### src/rtl/cordic_pkg.sv
// -----------------------------------------------------------------------------
// cordic_pkg
// Shared constants and types for the final_adder chain (stage_3 and its
// fix_to_float converter).
//   CORDIC_DATA_WIDTH : default width of a signed Q2.(W-2) CORDIC result
//   FRAC_BITS         : fractional bits of that result
//   FLOAT_BIAS        : IEEE-754 single-precision exponent bias
//   FLOAT_WIDTH       : IEEE-754 single width
//   state_t           : pairing FSM states
// -----------------------------------------------------------------------------
package cordic_pkg;

   localparam int CORDIC_DATA_WIDTH = 22;
   localparam int FRAC_BITS         = CORDIC_DATA_WIDTH - 2;
   localparam int FLOAT_BIAS        = 127;
   localparam int FLOAT_WIDTH       = 32;

   typedef enum logic [0:0] {
      WAIT_A = 1'b0,
      HOLD_B = 1'b1
   } state_t;

endpackage : cordic_pkg

### src/rtl/fix_to_float.sv
// -----------------------------------------------------------------------------
// fix_to_float
// Combinational conversion of a signed fixed-point value with FRAC_W fractional
// bits into an IEEE-754 single. Exact for IN_W <= 24 (no rounding needed).
// Zero always converts to +0.0.
// Configuration macro: STAGE3_AVERAGE_EN -- when defined the result is halved
// (exponent reduced by one after normalisation); zero still gives +0.0.
// Ports:
//   sum_in    in  IN_W  signed fixed-point value
//   float_out out 32    IEEE-754 single encoding of sum_in (or sum_in/2)
// -----------------------------------------------------------------------------
module fix_to_float
   import cordic_pkg::*;
#(
   parameter int IN_W   = CORDIC_DATA_WIDTH + 1,
   parameter int FRAC_W = FRAC_BITS
) (
   input  logic [IN_W-1:0] sum_in,
   output logic [31:0]     float_out
);

   localparam int PW = $clog2(IN_W);

`ifdef STAGE3_AVERAGE_EN
   localparam int EXP_ADJ = 1;
`else
   localparam int EXP_ADJ = 0;
`endif

   logic              sign_s;
   logic [IN_W-1:0]   mag_s;
   logic [PW-1:0]     lead_s;
   logic [IN_W-1:0]   norm_s;
   logic [IN_W+21:0]  ext_s;
   logic [22:0]       mant_s;
   logic [7:0]        exp_s;
   logic              zero_s;

   // Magnitude, leading-one detect, normalise and pack
   always_comb begin
      sign_s = sum_in[IN_W-1];
      // the most negative input gives a magnitude with only the top bit set,
      // which still fits because mag_s keeps the full input width
      if (sign_s) begin
         mag_s = IN_W'(~sum_in) + IN_W'(1'b1);
      end else begin
         mag_s = sum_in;
      end

      // highest set bit wins because later iterations overwrite earlier ones
      lead_s = {PW{1'b0}};
      for (int i = 0; i < IN_W; i++) begin
         if (mag_s[i]) begin
            lead_s = PW'(i);
         end else begin
            lead_s = lead_s;
         end
      end

      // move the leading one to the top bit, then drop it (hidden bit)
      norm_s = mag_s << (PW'(IN_W - 1) - lead_s);
      ext_s  = {norm_s[IN_W-2:0], 23'd0};
      mant_s = ext_s[IN_W+21 -: 23];
      exp_s  = 8'(FLOAT_BIAS - FRAC_W - EXP_ADJ) + 8'(lead_s);
      zero_s = (mag_s == {IN_W{1'b0}});

      if (zero_s) begin
         float_out = 32'h0000_0000;
      end else begin
         float_out = {sign_s, exp_s, mant_s};
      end
   end

endmodule : fix_to_float

### src/rtl/stage_3.sv
// -----------------------------------------------------------------------------
// stage_3
// Final stage of the final_adder chain. Pairs consecutive CORDIC results
// (A then B), adds them exactly, converts the sum to IEEE-754 single and
// presents it two cycles after B with a one-cycle sum_valid strobe. The
// squared_in float sampled with B travels alongside and leaves as squared_out.
// An A left waiting when stage_2 reports its pipeline cleared is dropped with
// a one-cycle orphan_err strobe.
// Configuration macro: STAGE3_AVERAGE_EN (in fix_to_float) -- output is the
// average (A+B)/2 instead of the sum; timing and handshake unchanged.
// Ports:
//   clk              in   1   rising-edge clock
//   rst              in   1   asynchronous active-low reset
//   clk_en           in   1   global enable; low holds every flop
//   result_in        in   W   signed Q2.(W-2) CORDIC result
//   valid_in         in   1   result_in / squared_in valid
//   squared_in       in   32  float from stage_2, captured with B
//   pipeline_cleared in   1   stage_2 pipeline empty
//   sum_out          out  32  float(A+B) (or average)
//   squared_out      out  32  squared_in captured with B, aligned to sum_out
//   sum_valid        out  1   one-cycle strobe for sum_out/squared_out
//   orphan_err       out  1   one-cycle strobe, pending A abandoned
//   pair_count       out  16  completed pairs since reset, wrapping
// -----------------------------------------------------------------------------
module stage_3 #(
   parameter int CORDIC_DATA_WIDTH = 22,
   parameter int FLOAT_DATA_WIDTH  = 32,
   parameter int COUNT_WIDTH       = 16
) (
   input  logic                         clk,
   input  logic                         rst,
   input  logic                         clk_en,
   input  logic [CORDIC_DATA_WIDTH-1:0] result_in,
   input  logic                         valid_in,
   input  logic [FLOAT_DATA_WIDTH-1:0]  squared_in,
   input  logic                         pipeline_cleared,
   output logic [FLOAT_DATA_WIDTH-1:0]  sum_out,
   output logic [FLOAT_DATA_WIDTH-1:0]  squared_out,
   output logic                         sum_valid,
   output logic                         orphan_err,
   output logic [COUNT_WIDTH-1:0]       pair_count
);

   import cordic_pkg::*;

   localparam int W = CORDIC_DATA_WIDTH;

   state_t                       state_q, state_d;
   logic [W-1:0]                 a_q, a_d;
   logic [W:0]                   sum_q, sum_d;
   logic [FLOAT_DATA_WIDTH-1:0]  sq1_q, sq1_d;
   logic                         v1_q, v1_d;
   logic [FLOAT_DATA_WIDTH-1:0]  flt2_q, flt2_d;
   logic [FLOAT_DATA_WIDTH-1:0]  sq2_q, sq2_d;
   logic                         v2_q, v2_d;
   logic [FLOAT_DATA_WIDTH-1:0]  sum_out_q, sum_out_d;
   logic [FLOAT_DATA_WIDTH-1:0]  squared_out_q, squared_out_d;
   logic                         sum_valid_q, sum_valid_d;
   logic                         orphan_err_q, orphan_err_d;
   logic [COUNT_WIDTH-1:0]       pair_count_q, pair_count_d;
   logic [31:0]                  flt_s;

   fix_to_float #(
      .IN_W   (W + 1),
      .FRAC_W (W - 2)
   ) u_fix_to_float (
      .sum_in    (sum_q),
      .float_out (flt_s)
   );

   // Pairing FSM: capture A, then B; form the exact W+1-bit sum
   always_comb begin
      state_d      = state_q;
      a_d          = a_q;
      sum_d        = sum_q;
      sq1_d        = sq1_q;
      v1_d         = v1_q;
      orphan_err_d = orphan_err_q;
      if (clk_en) begin
         v1_d         = 1'b0;
         orphan_err_d = 1'b0;
         case (state_q)
            WAIT_A: begin
               if (valid_in) begin
                  a_d     = result_in;
                  state_d = HOLD_B;
               end else begin
                  state_d = WAIT_A;
               end
            end
            HOLD_B: begin
               // a real B beats a simultaneous pipeline_cleared
               if (valid_in) begin
                  sum_d   = {a_q[W-1], a_q} + {result_in[W-1], result_in};
                  sq1_d   = squared_in;
                  v1_d    = 1'b1;
                  state_d = WAIT_A;
               end else if (pipeline_cleared) begin
                  orphan_err_d = 1'b1;
                  state_d      = WAIT_A;
               end else begin
                  state_d = HOLD_B;
               end
            end
            default: begin
               state_d = WAIT_A;
            end
         endcase
      end else begin
         state_d = state_q;
      end
   end

   // Convert register, output register and pair counter
   always_comb begin
      flt2_d        = flt2_q;
      sq2_d         = sq2_q;
      v2_d          = v2_q;
      sum_out_d     = sum_out_q;
      squared_out_d = squared_out_q;
      sum_valid_d   = sum_valid_q;
      pair_count_d  = pair_count_q;
      if (clk_en) begin
         v2_d         = v1_q;
         sum_valid_d  = v2_q;
         pair_count_d = pair_count_q + COUNT_WIDTH'(v2_q);
         if (v1_q) begin
            flt2_d = flt_s;
            sq2_d  = sq1_q;
         end else begin
            flt2_d = flt2_q;
            sq2_d  = sq2_q;
         end
         if (v2_q) begin
            sum_out_d     = flt2_q;
            squared_out_d = sq2_q;
         end else begin
            sum_out_d     = sum_out_q;
            squared_out_d = squared_out_q;
         end
      end else begin
         v2_d = v2_q;
      end
   end

   // State and datapath registers with asynchronous clear
   always_ff @(posedge clk or negedge rst) begin
      if (!rst) begin
         state_q       <= WAIT_A;
         a_q           <= {W{1'b0}};
         sum_q         <= {(W+1){1'b0}};
         sq1_q         <= {FLOAT_DATA_WIDTH{1'b0}};
         v1_q          <= 1'b0;
         flt2_q        <= {FLOAT_DATA_WIDTH{1'b0}};
         sq2_q         <= {FLOAT_DATA_WIDTH{1'b0}};
         v2_q          <= 1'b0;
         sum_out_q     <= {FLOAT_DATA_WIDTH{1'b0}};
         squared_out_q <= {FLOAT_DATA_WIDTH{1'b0}};
         sum_valid_q   <= 1'b0;
         orphan_err_q  <= 1'b0;
         pair_count_q  <= {COUNT_WIDTH{1'b0}};
      end else begin
         state_q       <= state_d;
         a_q           <= a_d;
         sum_q         <= sum_d;
         sq1_q         <= sq1_d;
         v1_q          <= v1_d;
         flt2_q        <= flt2_d;
         sq2_q         <= sq2_d;
         v2_q          <= v2_d;
         sum_out_q     <= sum_out_d;
         squared_out_q <= squared_out_d;
         sum_valid_q   <= sum_valid_d;
         orphan_err_q  <= orphan_err_d;
         pair_count_q  <= pair_count_d;
      end
   end

   assign sum_out     = sum_out_q;
   assign squared_out = squared_out_q;
   assign sum_valid   = sum_valid_q;
   assign orphan_err  = orphan_err_q;
   assign pair_count  = pair_count_q;

endmodule : stage_3
### config.mk
export PLATFORM = sky130hd
export DESIGN_NAME = stage_3
export DESIGN_NICKNAME = d
export VERILOG_FILES = /design/src/rtl/cordic_pkg.sv /design/src/rtl/fix_to_float.sv /design/src/rtl/stage_3.sv
export SDC_FILE = /design/constraint.sdc
export NUM_CORES = 1
export LEC_CHECK = 0
export ABC_AREA = 1
export CORE_ASPECT_RATIO = 1.1
export CORE_MARGIN = 5
export CORE_UTILIZATION = 45
export CTS_BUF_LIST = sky130_fd_sc_hd__clkbuf_8
export DETAILED_ROUTE_END_ITERATION = 6
export MAX_ROUTING_LAYER = met4
export PLACE_DENSITY = 0.69
export SYNTH_ARGS = -nofsm -noshare
export SYNTH_HDL_FRONTEND = slang
export SYNTH_SLANG_ARGS = --single-unit
### constraint.sdc
create_clock -name clk -period 7.5 [get_ports clk]
set_clock_uncertainty 0.1 [all_clocks]
set_input_delay 1.125 -clock clk [delete_from_list [all_inputs] [get_ports clk]]
set_output_delay 1.125 -clock clk [all_outputs]
set_load 0.02 [all_outputs]
==> key figures <==
Worst setup path
  – Worst Setup Start Kind: flip-flop
  – Reg-to-reg setup timing slack: approximately 2.4 ns
  – Slowest stage delay, CP: 0.92 ns
  – Reg2reg start: sum_q[22]
  – CP most frequent cell: nand2_1
  – Worst Path Max Fanout: 27
  – Worst EP required: 7.87 ns
  – Worst Setup Path Type: flip-flop to flip-flop
  – Cell family with the largest share of critical-path delay: simple AND/OR/NAND/NOR gates
  – Reg2Reg Capture Point: flt2_q[20]
  – Critical-path top delay cell: dfrtp_1
  – CP Data Arrival Time: about 5.5 ns
  – WP buf/inv: 4
  – CP Capture Type: flip-flop
  – Cells on worst reg2reg path: 33

Placement
  – Placed Cells: 1741
  – Placed wire-length estimate: ~19000 um
  – Placed Instance Area: 0.01293 mm^2
  – Routability-driven placement congestion ratio: between 0.8 and 0.9
  – PortBufs: 139

Drt
  – Routed vias: 9157
  – Initial DRC Count: ~660
  – Residual DRC: 0
  – Wire length per cell: ~15 um
  – Via density: roughly 5.1
  – Remaining antenna violation count: 0
  – Final WL: ~26000 um
  – DR pass1 iterations: 5

Finish
  – Layout cell share with drive strength beyond 1: 0.1053
  – Syn-to-layout area delta: 21.61%
  – Nets: approximately 1.6k
  – Fin area: about 0.014 mm^2
  – Fin cells: between 1.5k and 2k
  – Area occupied by multi-input gates: roughly 0.0050 mm^2
  – Sequential cell area: approximately 0.0056 mm^2
  – Fillers: around 2.3k

Yosys
  – Largest area contributor in the netlist: dfrtp_1
  – Syn Nets: 1428
  – Synth Register Bits: 224
  – Synth Warn #: 0
  – Dominant cells by area after synthesis: dfrtp_1, nand2_1, o21ai_0, nand3_1, inv_1
  – Most numerous cell in the Yosys netlist: nand2_1
  – Top FF cell, synth: dfrtp_1
  – Unique masters post-synth: 50
  – Share of the synthesized area in the top cell type: 0.4952
  – Post-synth ARST share: 1.000
  – Commonest cells in the netlist: nand2_1, dfrtp_1, o21ai_0, nand3_1, inv_1
  – EDFF count, synth: 0
  – Area of the mapped netlist: 0.01132 mm^2
  – Gate count of the mapped netlist: 1340
  – Seq/Total Area, Yosys: 0.4952
  – Synth Area per Inst: between 8 and 9 um^2

Global route
  – Largest net degree at the start of global routing: 84
  – Vias in the first global route: 8872
  – Initial antenna violation count: 0
  – Gr ovfl total: 0
  – GR Util All Layers: 0.1907
  – Global-route wire length before repair: roughly 44000 um

STA
  – Max Fclk: 194.6 MHz
  – Minimum clock period: 5.140 ns
  – Setup tns final: 0 ns
  – Hold Vio Cnt, Final: 0
  – RSZ-0062 raised after global routing: false
  – Slew headroom: 0.2439
  – Final Setup Violations: 0
  – Final hold slack: about 0.37 ns
  – Worst-margin pin slew: about 1.1 ns
  – Slew Viols, Final: 0
  – Fin crit share: 0.6853

Hold path
  – Hold EP: sq1_q[4]
  – Hold path depth: 2
  – Worst Hold Class: flip-flop to flip-flop
  – HP Start: sq1_q[4]

Run
  – Max-Cap Viols: 0

Pwr
  – Worst vdd ir: 282.3 uV
  – Pwr/cell area: 516.7 mW/mm^2
  – Leakage: between 0.006 and 0.007 uW

Clock tree
  – Clock Pin Slew Worst Setup and Hold Paths: 0.06 ns
  – Setup Fix Bufs, Post-CTS: 0
  – H-tree depth: 2
  – Clk buf depth: 3
  – Root buffer cell: clkbuf_8
  – Resized cells post-CTS: 0
  – CTS tree: yes
  – Skew-Pair Late Insertion Delay: 0.53 ns
  – Hold Buf Count CTS: 0
  – Inserted Clock Buffers: 38
  – CTS Sinks: between 200 and 250

Floorplanning
  – Core ar.: 0.02462 mm^2
  – Initial Utilization: 0.4597
  – Die Ht: around 180 um
  – Die span in x: about 160 um
  – Die area: about 0.028 mm^2
  – Io pins: around 140
  – Row count: 60

Status
  – Outcome: complete, no violations
==> layout by cell type, fill, tap and decap left out, drive strengths merged, types with 11 or more instances in the layout <==
cell type and count:
a21oi 26, clkbuf 49, clkdlybuf4s50 138, dfrtp 224, ha 28, inv 135
mux2 34, nand2 425, nand3 125, nor2 50, o21ai 139, o22ai 11
xnor2 15, xor2 31
==> metal layers <==
layer	up-vias	track usage	share of wire
met5	-	-	0
met2	188	0.3084	0.47
met1	4315	0.2490	0.46
met4	0	0.05617	0.026
li1	4605	-	-
met3	49	0.03315	0.040
==> kinds of logic after synthesis <==
group                    count (synthesis)  synth area share
flip-flops                             224            0.4952
AND/OR/NAND/NOR                        628            0.2377
other                                    1         0.0003313
XOR/XNOR                                46           0.04057
multiplexers                            34           0.03383
buffers and inverters                  183           0.06367
adder cells (fa/ha/maj)                 29           0.03272
AO/OA/AOI/OAI                          195           0.09595
==> through the flow <==
step                utilization  total power, uW  setup slack (ns)
floorplan                     -             4839             3.691
CTS                      0.5589             7165             2.410
finish                   0.5590             7112             2.360
detailed placement       0.5253             5976             2.423
global route             0.5589             7790             1.781
global placement         0.5253             5921             2.522
==> flip-flops by register name, summed over array words and instances, names as in the netlist, 16 cells and up <==
register     flops
sq1_q           32
squared_out     32
sum_q           23
sum_out         31
pair_count      16
a_q             22
sq2_q           32
flt2_q          31
==> worst register-to-register path: cells and delay by family, from the launching register on <==
family                     cells  cell delay (ns)
adders and majority gates      1             0.26
DFF                            1             0.92
and+or+nand+nor               26             2.15
buffers and inverters          4             1.13
AOI/OAI and AO/OA              2             0.53
==> where the power goes <==
| group | total [uW] | internal, uW | switching (uW) | leakage, uW |
|---|---|---|---|---|
| combinational | 4000 | 1440 | 2560 | 0.00338 |
| sequential | 1950 | 1670 | 283 | 0.00283 |
| clock | 1160 | 662 | 498 | 0.000459 |
| total | 7110 | 3770 | 3340 | 0.00667 |
==> final cells by class <==
type                       count  share of cell area
inverter                     127             0.03463
clock buffer                  49             0.04900
tap                          310             0.02818
antenna                        1           0.0001818
timing repair buffer         147              0.1058
multi-input combinational    933              0.3638
sequential                   224              0.4072
clock inverter                20             0.01118
==> worst max path at each step <==
stage                             from         end  slack, ns  cells past startpoint
after floorplan           result_in[0]   sum_q[22]       3.69                     18
after global placement       sum_q[22]  flt2_q[19]       2.52                     34
after detailed placement     sum_q[22]  flt2_q[20]       2.42                     33
after CTS                    sum_q[22]  flt2_q[20]       2.41                     33
after global routing         sum_q[22]  flt2_q[20]       1.78                     33
final                        sum_q[22]  flt2_q[20]       2.36                     33
Power figures use the tool's default switching activity.
